`src/rtl/dct_pkg.sv`:
```
// Shared definitions for the 1D DCT / IDCT blocks.
//   - Default coefficient / sample widths (shared with the forward DCT bench).
//   - Q12 fixed-point constants: FRAC and the +0.5 rounding bias.
//   - Engine state enum for the IDCT MAC engine.
//   - idct_coef(): Q12 cosine table C[n][k] = round(2048 * c(k) * cos((2n+1)k*pi/16)).
package dct_pkg;

    localparam int DCT_IN_W   = 12;
    localparam int DCT_OUT_W  = 9;
    localparam int FRAC       = 12;
    localparam int ROUND_BIAS = 1 << (FRAC - 1);

    typedef enum logic [1:0] {
        StIdle,
        StMac,
        StRnd,
        StOut
    } eng_state_e;

    // Signed 13-bit Q12 constant for output sample n, coefficient k.
    // The angle (2n+1)k*pi/16 is reduced modulo 2*pi (32 sixteenths), folded
    // into the first quadrant, and looked up in the 7-entry cosine magnitude table.
    function automatic logic signed [12:0] idct_coef(input logic [2:0] n, input logic [2:0] k);
        logic [4:0]         t;
        logic [5:0]         m;
        logic               neg;
        logic signed [12:0] mag;
        t   = 5'({n, 1'b1}) * 5'(k);   // 5-bit product wraps mod 32
        m   = {1'b0, t};
        neg = 1'b0;
        if (m > 6'd16) m = 6'd32 - m;
        if (m > 6'd8) begin
            m   = 6'd16 - m;
            neg = 1'b1;
        end
        case (m)
            6'd1:    mag = 13'sd2009;
            6'd2:    mag = 13'sd1892;
            6'd3:    mag = 13'sd1703;
            6'd4:    mag = 13'sd1448;
            6'd5:    mag = 13'sd1138;
            6'd6:    mag = 13'sd784;
            6'd7:    mag = 13'sd400;
            default: mag = 13'sd0;
        endcase
        // DC column carries the extra 1/sqrt(2).
        if (k == 3'd0) begin
            mag = 13'sd1448;
            neg = 1'b0;
        end
        return neg ? -mag : mag;
    endfunction

endpackage

```
`src/rtl/idct_round_sat.sv`:
```
// Combinational rounding and saturation of one accumulator value.
//   acc : signed ACC_W Q12 accumulator
//   y   : signed OUT_W sample = sat((acc + 2048) >>> 12)
// The arithmetic shift floors, so with the +0.5 bias this is round-half-up.
module idct_round_sat
    import dct_pkg::*;
#(
    parameter int ACC_W = DCT_IN_W + 16,
    parameter int OUT_W = DCT_OUT_W
) (
    input  logic signed [ACC_W-1:0] acc,
    output logic signed [OUT_W-1:0] y
);

    localparam logic signed [ACC_W-1:0] BIAS    = ACC_W'(ROUND_BIAS);
    localparam logic signed [ACC_W-1:0] SAT_MAX = ACC_W'((2 ** (OUT_W - 1)) - 1);
    localparam logic signed [ACC_W-1:0] SAT_MIN = ACC_W'(-(2 ** (OUT_W - 1)));

    logic signed [ACC_W-1:0] biased;
    logic signed [ACC_W-1:0] shifted;

    always_comb begin
        biased  = acc + BIAS;
        shifted = biased >>> FRAC;
        if (shifted > SAT_MAX) begin
            y = SAT_MAX[OUT_W-1:0];
        end else if (shifted < SAT_MIN) begin
            y = SAT_MIN[OUT_W-1:0];
        end else begin
            y = shifted[OUT_W-1:0];
        end
    end

endmodule

```
`src/rtl/idct8_mac.sv`:
```
// 8-point inverse DCT with a serial coefficient input and parallel sample output.
//   clk, rst_n          : clock, asynchronous active-low reset
//   in_valid/in_ready   : coefficient stream handshake, in_data = X[k], X0 first
//   out_valid/out_ready : block handshake, y0..y7 = x[0]..x[7] (saturated)
//   busy                : engine active or input buffer holding coefficients
// A one-block input buffer collects the next block while the MAC engine works
// on the current one. The engine runs 8 MAC cycles (one coefficient per cycle,
// 8 lanes in parallel), one round/saturate cycle, then holds the result.
module idct8_mac
    import dct_pkg::*;
#(
    parameter int IN_W  = DCT_IN_W,
    parameter int OUT_W = DCT_OUT_W,
    parameter int ACC_W = IN_W + 16
) (
    input  logic                    clk,
    input  logic                    rst_n,
    input  logic                    in_valid,
    output logic                    in_ready,
    input  logic        [IN_W-1:0]  in_data,
    output logic                    out_valid,
    input  logic                    out_ready,
    output logic signed [OUT_W-1:0] y0,
    output logic signed [OUT_W-1:0] y1,
    output logic signed [OUT_W-1:0] y2,
    output logic signed [OUT_W-1:0] y3,
    output logic signed [OUT_W-1:0] y4,
    output logic signed [OUT_W-1:0] y5,
    output logic signed [OUT_W-1:0] y6,
    output logic signed [OUT_W-1:0] y7,
    output logic                    busy
);

    // Input buffer
    logic signed [IN_W-1:0] buf_q [8];
    logic        [2:0]      idx_q;
    logic                   buf_full_q;

    // Engine
    eng_state_e              state_q;
    logic        [2:0]       k_q;
    logic signed [IN_W-1:0]  coef_q [8];
    logic signed [ACC_W-1:0] acc_q  [8];
    logic signed [OUT_W-1:0] y_q    [8];
    logic                    out_valid_q;

    logic                    accept;
    logic                    transfer;
    logic signed [IN_W-1:0]  cur_coef;
    logic signed [ACC_W-1:0] prod [8];
    logic signed [OUT_W-1:0] y_rs [8];

    assign in_ready = !buf_full_q;
    assign accept   = in_valid && in_ready;
    // accept needs !buf_full and transfer needs buf_full, so they never coincide.
    assign transfer = buf_full_q && (state_q == StIdle);
    assign cur_coef = coef_q[k_q];

    // Operands are widened before multiplying so the product keeps full precision.
    always_comb begin
        for (int n = 0; n < 8; n++) begin
            prod[n] = ACC_W'(cur_coef) * ACC_W'(idct_coef(3'(n), k_q));
        end
    end

    for (genvar n = 0; n < 8; n++) begin : g_rs
        idct_round_sat #(
            .ACC_W(ACC_W),
            .OUT_W(OUT_W)
        ) u_rs (
            .acc(acc_q[n]),
            .y  (y_rs[n])
        );
    end

    always_ff @(posedge clk or negedge rst_n) begin
        if (!rst_n) begin
            idx_q      <= 3'd0;
            buf_full_q <= 1'b0;
            for (int i = 0; i < 8; i++) buf_q[i] <= '0;
        end else if (accept) begin
            buf_q[idx_q] <= signed'(in_data);
            idx_q        <= idx_q + 3'd1;
            if (idx_q == 3'd7) buf_full_q <= 1'b1;
        end else if (transfer) begin
            buf_full_q <= 1'b0;
        end
    end

    always_ff @(posedge clk or negedge rst_n) begin
        if (!rst_n) begin
            state_q     <= StIdle;
            k_q         <= 3'd0;
            out_valid_q <= 1'b0;
            for (int i = 0; i < 8; i++) begin
                coef_q[i] <= '0;
                acc_q[i]  <= '0;
                y_q[i]    <= '0;
            end
        end else begin
            case (state_q)
                StIdle: begin
                    if (transfer) begin
                        for (int i = 0; i < 8; i++) begin
                            coef_q[i] <= buf_q[i];
                            acc_q[i]  <= '0;
                        end
                        k_q     <= 3'd0;
                        state_q <= StMac;
                    end
                end
                StMac: begin
                    for (int i = 0; i < 8; i++) acc_q[i] <= acc_q[i] + prod[i];
                    k_q <= k_q + 3'd1;
                    if (k_q == 3'd7) state_q <= StRnd;
                end
                StRnd: begin
                    for (int i = 0; i < 8; i++) y_q[i] <= y_rs[i];
                    out_valid_q <= 1'b1;
                    state_q     <= StOut;
                end
                StOut: begin
                    // A waiting full buffer is transferred on the following edge.
                    if (out_ready) begin
                        out_valid_q <= 1'b0;
                        state_q     <= StIdle;
                    end
                end
                default: state_q <= StIdle;
            endcase
        end
    end

    assign out_valid = out_valid_q;
    assign busy      = (state_q != StIdle) || buf_full_q || (idx_q != 3'd0);
    assign y0 = y_q[0];
    assign y1 = y_q[1];
    assign y2 = y_q[2];
    assign y3 = y_q[3];
    assign y4 = y_q[4];
    assign y5 = y_q[5];
    assign y6 = y_q[6];
    assign y7 = y_q[7];

endmodule

```
`config.mk`:
```
export PLATFORM = sky130hd
export DESIGN_NAME = idct8_mac
export DESIGN_NICKNAME = d
export VERILOG_FILES = /design/src/rtl/dct_pkg.sv /design/src/rtl/idct_round_sat.sv /design/src/rtl/idct8_mac.sv
export SDC_FILE = /design/constraint.sdc
export NUM_CORES = 2
export LEC_CHECK = 0
export ABC_AREA = 1
export ABC_CLOCK_PERIOD_IN_PS = 13530
export BUFFER_PORTS_ARGS = -buffer_cell sky130_fd_sc_hd__buf_4
export CAP_MARGIN = 30
export CORE_ASPECT_RATIO = 1.4
export CORE_MARGIN = 5
export CORE_UTILIZATION = 45
export DETAILED_ROUTE_END_ITERATION = 7
export PLACE_DENSITY = 0.66
export SLEW_MARGIN = 10
export SYNTH_ARGS = -nofsm -noshare
export SYNTH_HDL_FRONTEND = slang
export SYNTH_HIERARCHICAL = 1
export SYNTH_SLANG_ARGS = --single-unit
```
`constraint.sdc`:
```
create_clock -name clk -period 13.53 [get_ports clk]
set_input_delay 0.6765 -clock clk [delete_from_list [all_inputs] [get_ports clk]]
set_output_delay 0.6765 -clock clk [all_outputs]
set_load 0.02 [all_outputs]
```
==> results.toml <==
[route]
drtIter0Drc = 3959
wl_um = 233000
drc_errors = 0
drt_pass1_iterations = 6
ant_nets = 0
via_per_inst = 5.35
vias = 65000
wl_per_cell_um = 19.2

[sta]
fmax_ghz = 0.0907
fin_ws_ns = 2.51
maxSlewViolCount = 0
worst_slew_pin_slew_ns = 1.17
finalSetupViolations = 0
maxSlewHeadroom_pct = 21.9
post-route-period-util_pct = 81.5
post-route-min-period_ns = 11.02
fin_setup_tns_ns = 0
skew_ns = 0.0611
rsz0062_at_grt = "no"
hold_violations = 0

[global_routing]
grt_pass1_vias = 70600
overflow = 0
grt_usage_pct = 25.0
grt_max_degree = 201
grt_pass1_wl_um = 378000
grt_antenna_before_repair = 4

[min_path]
hold_end = "buf_q[56]"
whs_path_depth = 3
hold_path.class = "in -> reg"
hold_path.startpoint = "in_data[8]"

[clock_network]
insertion_delay_ns = 0.74
hold_buffers = 1
clk_pin_slew_ns = 0.06
ctsLongestPathBuffers = 3
post_cts_buffers = 0
numCtsBuffers = 66
clock-root-buffer = "clkbuf_16"
htree_levels = 3
clock_sinks = 498
cts_tree = "yes"
post_cts_resized = 0

[layout]
syn_to_final_growth_pct = 7.35
layout.nets = 11800
drive_gt1_share_pct = 7.92

[logic_synthesis]
netlist_area_mm2 = 0.0815
synth-warning-count = 6
synth_nets = 11800
seq_area_frac_synth_pct = 15.3
async_reset_ff_share_pct = 100
ys_seq_elements = 498
yosys_most_used_dff = "dfrtp_1"
synth_edf_count = 0
syn_area_per_cell_um2 = 8.40
ys_types = 68
syn_inst = 9693

[worst_setup_path]
critPathMaxFanout = 22
crit_top_cell = "inv_1"
arrival_ns = 11.58
worstPathRequired_ns = 14.09
worstSetupEndpointType = "flip-flop"
crit_path_start_kind = "flip-flop"
crit_type = "reg -> reg"
critical_path.max_stage_delay_ns = 0.94
reg2reg_depth = 39
timing.rr.end = "acc_q[51]"
rrSetupSlack_ns = 2.51
reg2reg_from = "k_q[1]"
slowest_stage = "dfrtp_1"

[die]
io_pins = 91
rows = 184
start_util_pct = 45.3
core_area_mm2 = 0.180
die_area_mm2 = 0.190
die_x_um = 370
die_h_um = 513

[placement]
gp_congestion = 0.958
dpl_worst_slack_ns = 2.77
numPortBuffers = 90
dpl.hpwl_um = 181000

[job]
cap_violations = 0

[run_status]
outcome = "finished, final reports clean"
## stage by stage
stage | hold slack [ns] | std cells | instance area (µm²) | util [%]
global placement | 0.461 | 12000 | 84700 | 47.1
global route | 0.180 | 12100 | 87400 | 48.6
detailed placement | 0.469 | 12000 | 84900 | 47.2
floorplan | 0.381 | 9693 | 81500 | -
CTS | 0.124 | 12100 | 87200 | 48.5
finish | 0.171 | 12100 | 87400 | 48.6
## critical path, delay by kind of cell (launching register included)
kind                       cells  cell delay (ns)
DFF                            1             0.94
buffers and inverters          9             1.07
AOI/OAI and AO/OA              9             1.61
and+or+nand+nor                9             1.13
adders and majority gates     10             5.01
xor gates and xnor gates       2             1.08
## area by class of cell
class                           count  area [µm²]
Fill cell                       17200       92400
Tap cell                         2418        3030
Timing Repair Buffer              179        1640
Sequential cell                   498       12500
Antenna cell                        3        7.51
Inverter                         2030        7630
Multi-Input combinational cell   6890       60400
Clock inverter                     34         477
Clock buffer                       86        1850
## flip-flops by register name, summed over array words and instances (netlist names)
name,cells
y0,9
y1,9
coef_q,96
out_valid,1
y3,9
y7,9
y5,9
acc_q,224
y6,9
y2,9
buf_q,96
buf_full_q,1
idx_q,3
state_q,2
k_q,3
y4,9
## cells in the mapped netlist, types with 84 or more instances
cell type	number	area, µm²
a21oi_1	312	1560
clkbuf_1	215	807
dfrtp_1	498	12500
fa_1	1415	28300
ha_1	668	8360
inv_1	1942	7290
mux2_2	142	1600
nand2_1	1955	7340
nand2_2	84	526
nand3_1	347	1740
nor2_1	820	3080
o21ai_0	440	2200
xor2_1	95	832
## layer usage
metal  vias to the layer above  GRT usage (%)  wire, µm
li1                      29600              -         -
met1                     32400           28.4     85300
met2                      2180           44.8    118000
met3                       761           3.82     13900
met4                         0           14.4     15400
met5                         -              0         0
## cell families (layout without fill, tap and decap cells)
logic type | Yosys count | after routing | synth area share, %
xor+xnor | 152 | 152 | 1.68
flops | 498 | 498 | 15.3
other cells | 0 | 3 | 0
buf+inv | 2305 | 2329 | 10.7
compound gates | 1021 | 1021 | 7.13
fa+ha+maj | 2083 | 2083 | 45.0
simple gates | 3490 | 3490 | 18.1
mux | 144 | 144 | 1.99
## worst max path at each step
stage / start / to / slack (ns) / cells after the start
2_1_floorplan: k_q[1] / acc_q[51] / 4.60 / 41
3_3_place_gp: k_q[1] / acc_q[51] / 2.83 / 41
3_5_place_dp: k_q[1] / acc_q[51] / 2.77 / 39
4_1_cts: k_q[1] / acc_q[51] / 2.68 / 39
5_1_grt: k_q[1] / acc_q[51] / 1.68 / 39
6_report: k_q[1] / acc_q[51] / 2.51 / 39
## cells in the final DEF, fill, tap and decap left out, drive strengths merged, types with 7 or more instances in the layout
cell	n
a21o	17
a21oi	318
a221oi	8
a22o	33
a22oi	25
a31oi	10
a32o	10
buf	178
clkbuf	86
clkinv	35
dfrtp	498
fa	1415
ha	668
inv	2019
mux2	142
nand2	2043
nand3	363
nand3b	17
nand4	86
nor2	890
nor3	41
nor4	18
o211ai	18
o21a	7
o21ai	480
o21bai	12
o22ai	34
o31ai	26
or2	30
xnor2	56
xor2	96
Power is not shown: default switching activity piles up to over one toggle a cycle in this logic, so the estimate is an artifact.
